`config.mk`:
```
export PLATFORM = sky130hd
export DESIGN_NAME = oam_dma_ctrl
export DESIGN_NICKNAME = d
export VERILOG_FILES = /design/src/rtl/nes_pkg.sv /design/src/rtl/oam_dma_ctrl.sv
export SDC_FILE = /design/constraint.sdc
export NUM_CORES = 1
export LEC_CHECK = 0
export BUFFER_PORTS_ARGS = -buffer_cell sky130_fd_sc_hd__buf_2
export CAP_MARGIN = 20
export CORE_AREA = 10 10 85 87
export DETAILED_ROUTE_END_ITERATION = 16
export DIE_AREA = 0 0 95 97
export PLACE_DENSITY_LB_ADDON = 0.3
export SETUP_SLACK_MARGIN = 0.15
export SLEW_MARGIN = 20
export SYNTH_ARGS = -nofsm -noshare
export SYNTH_HDL_FRONTEND = slang
export SYNTH_SLANG_ARGS = --single-unit
```
`constraint.sdc`:
```
create_clock -name CLOCK_50 -period 2.1 [get_ports CLOCK_50]
set_clock_uncertainty 0.05 [all_clocks]
set_input_delay 0.21 -clock CLOCK_50 [delete_from_list [all_inputs] [get_ports CLOCK_50]]
set_output_delay 0.21 -clock CLOCK_50 [all_outputs]
set_load 0.005 [all_outputs]
```
`src/rtl/nes_pkg.sv`:
```
// Shared NES definitions for the CPU/PPU glue logic.
//   dma_state_t  : sprite OAM DMA sequencer states
//   OAM_DMA_REG  : CPU address whose write starts a sprite DMA
//   OAM_SIZE     : number of bytes in PPU sprite OAM (one full page)
package nes_pkg;

    typedef enum logic [2:0] {
        IDLE,
        HALT,
        ALIGN,
        READ,
        WRITE
    } dma_state_t;

    localparam logic [15:0] OAM_DMA_REG = 16'h4014;
    localparam int unsigned OAM_SIZE    = 256;

endpackage

```
`src/rtl/oam_dma_ctrl.sv`:
```
// Sprite OAM DMA sequencer ($4014). Halts the CPU via oam_dma (rdy = ~oam_dma),
// then copies CPU page {page,00..FF} into PPU OAM starting at OAMADDR, one
// READ/WRITE CPU-cycle pair per byte, with NES halt and odd-cycle alignment.
// Ports:
//   CLOCK_50, reset        : system clock, asynchronous active-high reset
//   cpu_ce                 : one-clock pulse per CPU cycle; state advances only on it
//   cpu_addr/data_out/we   : CPU bus, used to detect the $4014 trigger write
//   oam_start              : PPU OAMADDR, sampled at trigger
//   oam_dma                : DMA active (CPU halted)
//   dma_addr/dma_rd        : DMA read request into the CPU memory map
//   dma_data_in            : read data, valid at the cpu_ce ending READ
//   oam_addr/oam_data_in   : OAM write address/data
//   oam_we                 : OAM write strobe, coincident with cpu_ce in WRITE
//   busy_cnt               : CPU cycles spent with oam_dma high since trigger
module oam_dma_ctrl
    import nes_pkg::*;
#(
    parameter logic [15:0] DMA_REG_ADDR = OAM_DMA_REG,
    parameter bit          ALIGN_ODD    = 1'b1
) (
    input  logic        CLOCK_50,
    input  logic        reset,
    input  logic        cpu_ce,
    input  logic [15:0] cpu_addr,
    input  logic [7:0]  cpu_data_out,
    input  logic        cpu_we,
    input  logic [7:0]  oam_start,
    output logic        oam_dma,
    output logic [15:0] dma_addr,
    output logic        dma_rd,
    input  logic [7:0]  dma_data_in,
    output logic [7:0]  oam_addr,
    output logic [7:0]  oam_data_in,
    output logic        oam_we,
    output logic [9:0]  busy_cnt
);

    localparam logic [7:0] LAST_BYTE = 8'(OAM_SIZE - 1);

    dma_state_t  state_q, state_d;
    logic        parity_q;
    logic [7:0]  page_q, page_d;
    logic [7:0]  cnt_q, cnt_d;
    logic [7:0]  oam_addr_q, oam_addr_d;
    logic [7:0]  data_q, data_d;
    logic [9:0]  busy_q, busy_d;
    logic        trigger;

    assign trigger = cpu_ce && cpu_we && (cpu_addr == DMA_REG_ADDR);

    always_ff @(posedge CLOCK_50 or posedge reset) begin
        if (reset) begin
            state_q    <= IDLE;
            parity_q   <= 1'b0;
            page_q     <= '0;
            cnt_q      <= '0;
            oam_addr_q <= '0;
            data_q     <= '0;
            busy_q     <= '0;
        end else if (cpu_ce) begin
            state_q    <= state_d;
            parity_q   <= ~parity_q;
            page_q     <= page_d;
            cnt_q      <= cnt_d;
            oam_addr_q <= oam_addr_d;
            data_q     <= data_d;
            busy_q     <= busy_d;
        end
    end

    // Next-state values are only committed on cpu_ce, so nothing here needs to
    // look at cpu_ce except the trigger qualifier.
    always_comb begin
        state_d    = state_q;
        page_d     = page_q;
        cnt_d      = cnt_q;
        oam_addr_d = oam_addr_q;
        data_d     = data_q;
        busy_d     = busy_q;

        if (state_q != IDLE) begin
            busy_d = busy_q + 10'd1;
        end

        case (state_q)
            IDLE: begin
                if (trigger) begin
                    state_d    = HALT;
                    page_d     = cpu_data_out;
                    oam_addr_d = oam_start;
                    cnt_d      = '0;
                    busy_d     = '0;
                end
            end
            HALT: begin
                state_d = (ALIGN_ODD && parity_q) ? ALIGN : READ;
            end
            ALIGN: begin
                state_d = READ;
            end
            READ: begin
                data_d  = dma_data_in;
                state_d = WRITE;
            end
            WRITE: begin
                oam_addr_d = oam_addr_q + 8'd1;
                cnt_d      = cnt_q + 8'd1;
                state_d    = (cnt_q == LAST_BYTE) ? IDLE : READ;
            end
            default: begin
                state_d = IDLE;
            end
        endcase
    end

    assign oam_dma     = (state_q != IDLE);
    assign dma_rd      = (state_q == READ);
    assign dma_addr    = (state_q == READ) ? {page_q, cnt_q} : '0;
    assign oam_we      = (state_q == WRITE) && cpu_ce;
    assign oam_addr    = oam_addr_q;
    assign oam_data_in = data_q;
    assign busy_cnt    = busy_q;

endmodule

```
==> impl_metrics.csv, run 1 <==
group,metric,value,unit
synthesis,synth_area_per_cell,9.93,µm²
clock_network,tritoncts_num_sinks,46,
critical_path,cp_top_family,"buffers and inverters",
critical_path,critPathArrivalTime,1.57,ns
clock_network,cts.path.max_buffers,2,
timing,period_minus_slack,1.83,ns
placed_design,dpl.hpwl,5160,µm
grt,grt-busiest-layer,"met2",
synthesis,yosys_warnings,0,
synthesis,yosysTopAreaCellShare,47.9,%
power,post-layout-total-power,3430,µW
floorplan,die_height,97,µm
critical_path,critical-path-max-stage-delay,0.41,ns
grt,grt_pass1_vias,2247,
placed_design,detailed_place.area,3000,µm²
synthesis,seq_area_frac_synth,47.9,%
critical_path,critical_path.endpoint_type,"primary output",
synthesis,synth_top_flop_cell,"dfrtp_1",
critical_path,cp_slowest_cell,"dfrtp_1",
timing,postLayoutSetupSlackWorst,0.266,ns
synthesis,synth_cell_types,45,
timing,rsz0062_at_grt,"yes",
timing,max_clock_freq,545,MHz
clock_network,cts_tree,"built",
critical_path,cp.required,1.84,ns
timing,timing.final.setup_violations,0,
grt,grt_max_degree,29,
grt,grt_pass1_wl,11100,µm
drt,wire_per_inst,16.2,µm
critical_path,critPathMaxFanout,19,
power,total_leakage_power,0.00160,µW
synthesis,ys_ff_latch,46,
drt,route.vias.total,2273,
floorplan,floorplan.die_area,9220,µm²
run,drv.max_cap_violation_count,0,
layout,fin_nets,388,
clock_network,cts_buffers,5,
layout,synthToLayoutAreaGrowth,32.6,%
synthesis,synthMostInstantiatedCell,"dfrtp_1",
timing,timing_worst_slew_pin_value,0.625,ns
grt,met3_usage,4.55,%
floorplan,initial_core_util,43.9,%
floorplan,chipWidth,95,µm
layout,post-route-cell-area,3190,µm²
timing,fin_hold_ws,0.0891,ns
critical_path,cp_cell_sequence,"buf_4, nor2_1, buf_6, and3_1, buf_2",
critical_path,setup.worst_path.start_class,"register",
min_path,hold_class,"in2reg",
synthesis,synth_async_sr_flop_share,100,%
drt,via_per_inst,5.49,
drt,route.final.wire_length,6710,µm
power,power_density,1080,nW/µm²
placed_design,finalWeightedCongestion,0.754,
critical_path,path_buf_inv,3,
synthesis,post_synth_most_frequent_cells,"46 x dfrtp_1, 23 x nand2_1, 23 x o21ai_0",
grt,global_route.usage.met2,24.3,%
timing,timing.setup.tns,0,ns
placed_design,number_of_port_buffers,88,
synthesis,synthesized_instance_count,242,
clock_network,cts-root-buf,"clkbuf_8",
grt,antenna_found_initial,0,
drt,final_antenna_net_count,0,
drt,drt_first_iter_violations,82,
layout,insertedDiodeCount,0,
synthesis,yosysTopAreaCell,"dfrtp_1",
timing,slew_violations,0,
grt,grt.overflow.total,0,
clock_network,cts.reportedPaths.clkPinSlew,0.09,ns
synthesis,synth-edff-count,0,
floorplan,placementRows,27,
clock_network,cts-htree-levels,2,
synthesis,ys_top_cells_by_area,"dfrtp_1 48%, mux2_2 7.5%, and3_1 4.9%",
floorplan,io_pins,89,
clock_network,clkLatencyLatePin,0.29,ns
run_status,outcome,"finished, final reports clean",
critical_path,regToRegSetupSlack,0.28,ns
grt,groute.layer.met1.usage,17.5,%
timing,final_min_period_over_clock_period,87.3,%
power,irDropWorstVdd,0.504,mV
timing,timing.max_slew.rel_slack,58.3,%
synthesis,mappedNetlistArea,2400,µm²
drt,firstDrtPassIters,4,
placed_design,place_ws,0.0434,ns
critical_path,kind_of_critical_path,"reg2out",
grt,grt_use_total,14.4,%
drt,drc,0,
layout,layout_cell_share_with_drive_strength_beyond_1,40.9,%
floorplan,core_area,5470,µm²
timing,final_hold_vio_count,0,
synthesis,mappedNetlistNets,289,
registers in the layout, summed over array words and instances, names as in the netlist:
name         flops
parity_q         1
oam_addr         8
busy_cnt        10
oam_data_in      8
cnt_q            8
state_q          3
page_q           8
cells in the final DEF (no fill, tap or decap), drive strengths merged, types with 3 or more instances in the layout:
cell type and count:
a31oi 3, nand2 23, inv 4, xor2 5, o22ai 3, or3 3, ha 3, nand4 8
nand2b 4, and2 4, o21ai 23, mux2 16, buf 105, or4 3, a21oi 10, nor2 9
nor3 6, nor4 3, nand3 10, dfrtp 46, and3 19, clkbuf 6
report_power, final:
group | leakage [µW] | switching [µW] | internal (µW)
clock | 0.0000514 | 301 | 355
sequential | 0.000591 | 263 | 1150
combinational | 0.000958 | 710 | 652
total | 0.00160 | 1280 | 2150
repair_timing:
| item | in CTS | in global routing |
|---|---|---|
| hold buffers | 1 | 0 |
| setup endpoints to repair | 3 | 39 |
| setup buffers | 0 | 3 |
| hold endpoints to repair | 27 | 0 |
| gates resized for setup | 1 | 9 |
metrics by stage:
stage	instances	util, %
after detailed placement	402	54.9
after global routing	414	58.2
after CTS	411	57.2
final	414	58.2
after floorplan	242	-
after global placement	402	54.9
cell families after synthesis:
| logic type | synth area share, % |
|---|---|
| AO/OA/AOI/OAI | 13.3 |
| XOR/XNOR | 1.82 |
| adder cells (fa/ha/maj) | 1.56 |
| buffers and inverters | 3.49 |
| flip-flops | 47.9 |
| multiplexers | 7.91 |
| AND/OR/NAND/NOR | 24.0 |
per-layer routing:
metal / vias to the layer above / routed length, µm
li1: 1096 / -
met1: 1106 / 2790
met2: 67 / 3350
met3: 4 / 544
met4: 0 / 17
met5: - / 0
cell type report:
cell class                      instances  area, µm²
Inverter                                4       15.0
Clock buffer                            6       72.6
Clock inverter                          2       37.5
Timing Repair Buffer                  106        614
Sequential cell                        46       1150
Multi-Input combinational cell        178       1200
Fill cell                             503       2290
Tap cell                               72       90.1
final timing paths:
| check | from | to | cells after the start |
|---|---|---|---|
| max | state_q[2] | dma_addr[6] | 5 |
| min | cpu_data_out[2] | page_q[2] | 2 |
| max reg2reg | state_q[0] | cnt_q[7] | 6 |
| min reg2reg | parity_q | parity_q | 1 |
| max in group asynchronous | reset | state_q[0] | 4 |
| min in group asynchronous | reset | oam_data_in[6] | 3 |
Note: power is estimated with default switching activity, not from simulation.
==> run 2: changes to the inputs <==
CORE_AREA = 10 10 101 103   (was 10 10 85 87)
DIE_AREA = 0 0 111 113   (was 0 0 95 97)
==> impl_metrics.csv, run 2 (synthesis results as in run 1) <==
group,metric,value,unit
run_status,outcome,"finished, final reports clean",
critical_path,path_buf_inv,1,
floorplan,chipWidth,111,µm
critical_path,cp_top_family,"simple AND/OR/NAND/NOR gates",
clock_network,cts.reportedPaths.clkPinSlew,0.09,ns
grt,grt_pass1_vias,2269,
layout,layout_cell_share_with_drive_strength_beyond_1,40.3,%
timing,final_min_period_over_clock_period,90.8,%
timing,final_hold_vio_count,0,
grt,antenna_found_initial,0,
drt,drt_first_iter_violations,89,
layout,number_of_flip_flops_in_the_largest_register,10,
clock_network,clkLatencyLatePin,0.30,ns
timing,max_clock_freq,524,MHz
critical_path,critPathMaxFanout,11,
power,power.sequential.fraction,41.9,%
layout,synthToLayoutAreaGrowth,32.9,%
timing,timing_worst_slew_pin_value,0.484,ns
power,netSwitchingFraction,37.0,%
floorplan,core_area,8130,µm²
clock_network,cts.path.max_buffers,2,
placed_design,place_ws,0.0236,ns
critical_path,cp_slowest_cell,"dfrtp_1",
critical_path,kind_of_critical_path,"reg2reg",
critical_path,cp.required,2.29,ns
critical_path,crit_path_start,"state_q[1]",
drt,drc,0,
clock_network,cts_buffers,5,
critical_path,critPathArrivalTime,2.10,ns
placed_design,dpl.hpwl,5270,µm
layout,most-common-layout-cells,"88 x buf_2, 46 x dfrtp_1, 23 x nand2_1, 23 x o21ai_0, 19 x and3_1",
critical_path,worst_r2r_path_depth,6,
drt,route.vias.total,2226,
layout,most_frequent_standard_cell_in_the_layout_excluding_fill_and_tap_cells,"buf_2",
floorplan,floorplan.die_area,12500,µm²
min_path,hold_class,"in2reg",
placed_design,number_of_port_buffers,88,
power,internal_power,2120,µW
clock_network,cts_tree,"built",
timing,postLayoutSetupSlackWorst,0.193,ns
power,portion_of_total_power_attributed_to_combinational_logic,38.6,%
critical_path,critical_path.endpoint_type,"register",
critical_path,cp_cell_sequence,"o31ai_1, nor3_2, a31oi_4, buf_4, or4_1, nand2_1",
critical_path,cell_count_along_the_critical_path,6,
grt,grt.overflow.total,0,
power,irDropWorstVdd,0.420,mV
min_path,worstHoldPathCells,2,
layout,fin_nets,386,
placed_design,finalWeightedCongestion,0.784,
floorplan,initial_core_util,29.5,%
clock_network,tritoncts_num_sinks,46,
grt,grt_use_total,10.8,%
power,power_density,1050,nW/µm²
power,pwr-share-clk,19.5,%
timing,period_minus_slack,1.91,ns
run,drv.max_cap_violation_count,0,
floorplan,io_pins,89,
timing,timing.max_slew.rel_slack,67.3,%
drt,final_antenna_net_count,0,
clock_network,cts-htree-levels,2,
grt,grt_pass1_wl,11500,µm
floorplan,placementRows,33,
grt,grt_max_degree,47,
min_path,hold_start,"cpu_data_out[1]",
power,total_leakage_power,0.00160,µW
critical_path,reg2reg_from,"state_q[1]",
drt,via_per_inst,5.00,
timing,timing.setup.tns,0,ns
drt,route.final.wire_length,6890,µm
clock_network,cts-root-buf,"clkbuf_8",
floorplan,die_height,113,µm
critical_path,setup.worst_path.start_class,"register",
drt,firstDrtPassIters,4,
layout,insertedDiodeCount,0,
power,power.net_switching,1240,µW
critical_path,critical-path-max-stage-delay,0.51,ns
timing,rsz0062_at_grt,"yes",
timing,timing.final.setup_violations,0,
timing,slew_violations,0,
drt,wire_per_inst,15.5,µm
## run 2: changes by cell type in the layout (fill, tap and decap cells not counted)
cell | before | now
nor4bb_2 | 1 | 0
clkinvlp_4 | 1 | 0
o31ai_2 | 1 | 0
clkbuf_1 | 1 | 0
nor2_2 | 0 | 1
nor2_1 | 9 | 8
buf_6 | 3 | 1
nor4bb_1 | 0 | 1
clkinv_2 | 0 | 2
o31ai_1 | 1 | 2
dfrtp_1 | 45 | 46
dfrtp_2 | 1 | 0
## run 2: path summary, 6_finish.rpt
check                         endpoint  slack, ns
setup / recovery              cnt_q[3]       0.19
hold / removal               page_q[1]       0.09
setup reg to reg              cnt_q[3]       0.19
hold reg to reg               parity_q       0.42
max in group asynchronous     cnt_q[1]       1.33
min in group asynchronous  busy_cnt[6]       0.44
## run 2: power by group through the flow
stage	sequential, µW	clock, µW	combinational [µW]
6_report	1410	654	1300
3_5_place_dp	1420	0	1300
3_3_place_gp	1420	0	1260
2_1_floorplan	1380	0	726
5_1_grt	1460	728	1480
4_1_cts	1410	684	1310
## run 2: cell type report
type                            instances  area [µm²]
Clock buffer                            5        68.8
Multi-Input combinational cell        178        1200
Clock inverter                          3        40.0
Tap cell                              105         131
Inverter                                4        15.0
Sequential cell                        46        1150
Fill cell                             850        4940
Timing Repair Buffer                  104         592
## run 2: metal layers
metal	GRT usage [%]	up-vias	share of wire, %
met5	0	-	0
met2	19.1	61	50
met3	2.96	6	6.1
li1	-	1087	-
met1	12.8	1072	43
met4	2.26	0	0.77
## run 2: what timing repair did
action / in CTS / in global routing
hold endpoints to repair: 46 / 0
gates resized for setup: 1 / 5
setup buffers: 0 / 1
hold buffers: 1 / 0
pin swaps: 0 / 0
endpoints found under the setup margin: 6 / 18
## run 2: through the flow
stage	total power (µW)	area (µm²)	instances	util [%]	hold slack, ns
final	3360	3190	445	39.3	0.0898
after global routing	3670	3190	445	39.3	0.0740
after CTS	3400	3170	444	39.0	0.0785
after detailed placement	2720	3040	435	37.4	0.227
after global placement	2680	3040	435	37.4	0.224
after floorplan	2110	2410	242	-	0.311
==> run 3: changes to the inputs <==
SETUP_SLACK_MARGIN = 0.3   (was 0.15)
==> impl_metrics.csv, run 3 (synthesis results as in run 1) <==
group,metric,value,unit
run_status,outcome,"finished, final reports clean",
power,total_leakage_power,0.00178,µW
clock_network,cts_buffers,5,
floorplan,core_area,8130,µm²
critical_path,critical-path-max-stage-delay,0.44,ns
drt,firstDrtPassIters,4,
clock_network,cts.reportedPaths.clkPinSlew,0.09,ns
grt,grt_max_degree,24,
layout,most-common-layout-cells,"89 x buf_2, 45 x dfrtp_1, 26 x buf_4",
floorplan,floorplan.die_area,12500,µm²
layout,layout_cell_share_with_drive_strength_beyond_1,45.1,%
drt,detail_route.wirelength.met1,3390,µm
drt,wire_per_inst,16.7,µm
layout,multi_input_comb_area,1320,µm²
floorplan,io_pins,89,
timing,max_clock_freq,547,MHz
grt,grt_pass1_wl,12300,µm
grt,grt_use_total,11.5,%
floorplan,die_height,113,µm
min_path,hold_class,"in2reg",
timing,timing.final.setup_violations,0,
clock_network,cts-htree-levels,2,
layout,fillCellCount,832,
drt,wl_met2,3760,µm
layout,number_of_flip_flops_in_the_largest_register,10,
placed_design,dpl.hpwl,5440,µm
power,netSwitchingFraction,36.8,%
power,pwr-share-clk,17.7,%
timing,fin_hold_ws,0.0753,ns
clock_network,cts_tree,"built",
placed_design,number_of_port_buffers,88,
critical_path,critPathArrivalTime,1.98,ns
critical_path,cp_cell_sequence,"buf_12, o31a_1, a21oi_4, nand2b_4, mux2_4",
critical_path,critPathMaxFanout,6,
critical_path,setup.worst_path.start_class,"register",
grt,antenna_found_initial,0,
timing,timing.max_slew.rel_slack,66.1,%
timing,final_min_period_over_clock_period,87.1,%
power,post-layout-total-power,3910,µW
placed_design,place_ws,0.121,ns
critical_path,kind_of_critical_path,"reg2reg",
critical_path,cp_slowest_cell,"dfrtp_2",
timing,final_hold_vio_count,0,
clock_network,tritoncts_num_sinks,46,
floorplan,initial_core_util,29.5,%
run,drv.max_cap_violation_count,0,
critical_path,critical_path.endpoint_type,"register",
power,portion_of_total_power_attributed_to_combinational_logic,46.1,%
drt,route.final.wire_length,7740,µm
clock_network,clkLatencyLatePin,0.31,ns
drt,final_antenna_net_count,0,
power,internal_power,2470,µW
drt,met3RoutedLength,532,µm
drt,drt_first_iter_violations,58,
critical_path,path_buf_inv,1,
power,power.net_switching,1440,µW
power,irDropWorstVdd,0.535,mV
drt,route.vias.total,2323,
placed_design,detailed_place.area,3090,µm²
layout,post-route-cell-area,3500,µm²
drt,drc,0,
clock_network,cts.path.max_buffers,2,
placed_design,finalWeightedCongestion,0.790,
grt,grt.overflow.total,0,
timing,period_minus_slack,1.83,ns
power,power.sequential.fraction,36.2,%
clock_network,cts-root-buf,"clkbuf_8",
timing,timing.setup.tns,0,ns
floorplan,placementRows,33,
timing,timing_worst_slew_pin_value,0.508,ns
layout,insertedDiodeCount,0,
layout,most_frequent_standard_cell_in_the_layout_excluding_fill_and_tap_cells,"buf_2",
layout,sequential_cell_area,1150,µm²
timing,postLayoutSetupSlackWorst,0.271,ns
floorplan,chipWidth,111,µm
drt,via_per_inst,5.01,
power,power_density,1120,nW/µm²
critical_path,cp.required,2.25,ns
drt,top_layer,"met4",
critical_path,cp_top_family,"compound AO/OA/AOI/OAI gates",
layout,fin_nets,406,
grt,grt_pass1_vias,2494,
layout,synthToLayoutAreaGrowth,45.5,%
timing,rsz0062_at_grt,"yes",
timing,slew_violations,0,
-- run 3: cell count changes in the layout (fill, tap and decap cells not counted), sizes merged --
cell,before,now
buf,103,121
clkinv,2,0
clkbuf,5,6
bufbuf,0,1
nand2b,4,5
-- run 3: power groups by stage --
stage	registers (µW)	logic (µW)	clock network (µW)
finish	1410	1800	691
detailed placement	1400	1340	0
global placement	1390	1310	0
floorplan	1390	773	0
global route	1470	1990	744
CTS	1400	1600	702
-- run 3: layout make-up --
class / instances / share of cell area [%]
multi-input combinational: 179 / 37.7
clock inverter: 1 / 0.858
clock buffer: 6 / 2.36
timing repair buffer: 123 / 22.0
inverter: 4 / 0.429
tap: 105 / 3.76
sequential: 46 / 32.9
-- run 3: final timing paths --
check / from / to / slack [ns] / cells after the start
setup / recovery: state_q[1] / oam_data_in[4] / 0.27 / 5
min in group asynchronous: reset / oam_data_in[4] / 0.43 / 3
hold reg to reg: parity_q / parity_q / 0.42 / 1
hold / removal: dma_data_in[7] / oam_data_in[7] / 0.08 / 2
setup reg to reg: state_q[1] / oam_data_in[4] / 0.27 / 5
max in group asynchronous: reset / state_q[1] / 0.99 / 4
-- run 3: per-stage QoR --
step	std cells	utilization [%]
CTS	454	41.4
global route	464	43.0
detailed placement	438	38.0
finish	464	43.0
global placement	438	38.0
floorplan	242	-
-- run 3: timing repair --
action | CTS | global route
endpoints found under the hold margin | 21 | 0
gates cloned | 2 | 2
pin swaps | 1 | 3
buffers inserted | 6 | 8
setup endpoints to repair | 39 | 38
resized for setup | 16 | 16
hold buffers | 1 | 0
-- run 3: layer usage --
layer	vias up	global-route usage [%]
li1	1127	-
met1	1122	13.6
met2	67	19.7
met3	7	3.70
met4	0	3.04
met5	-	0
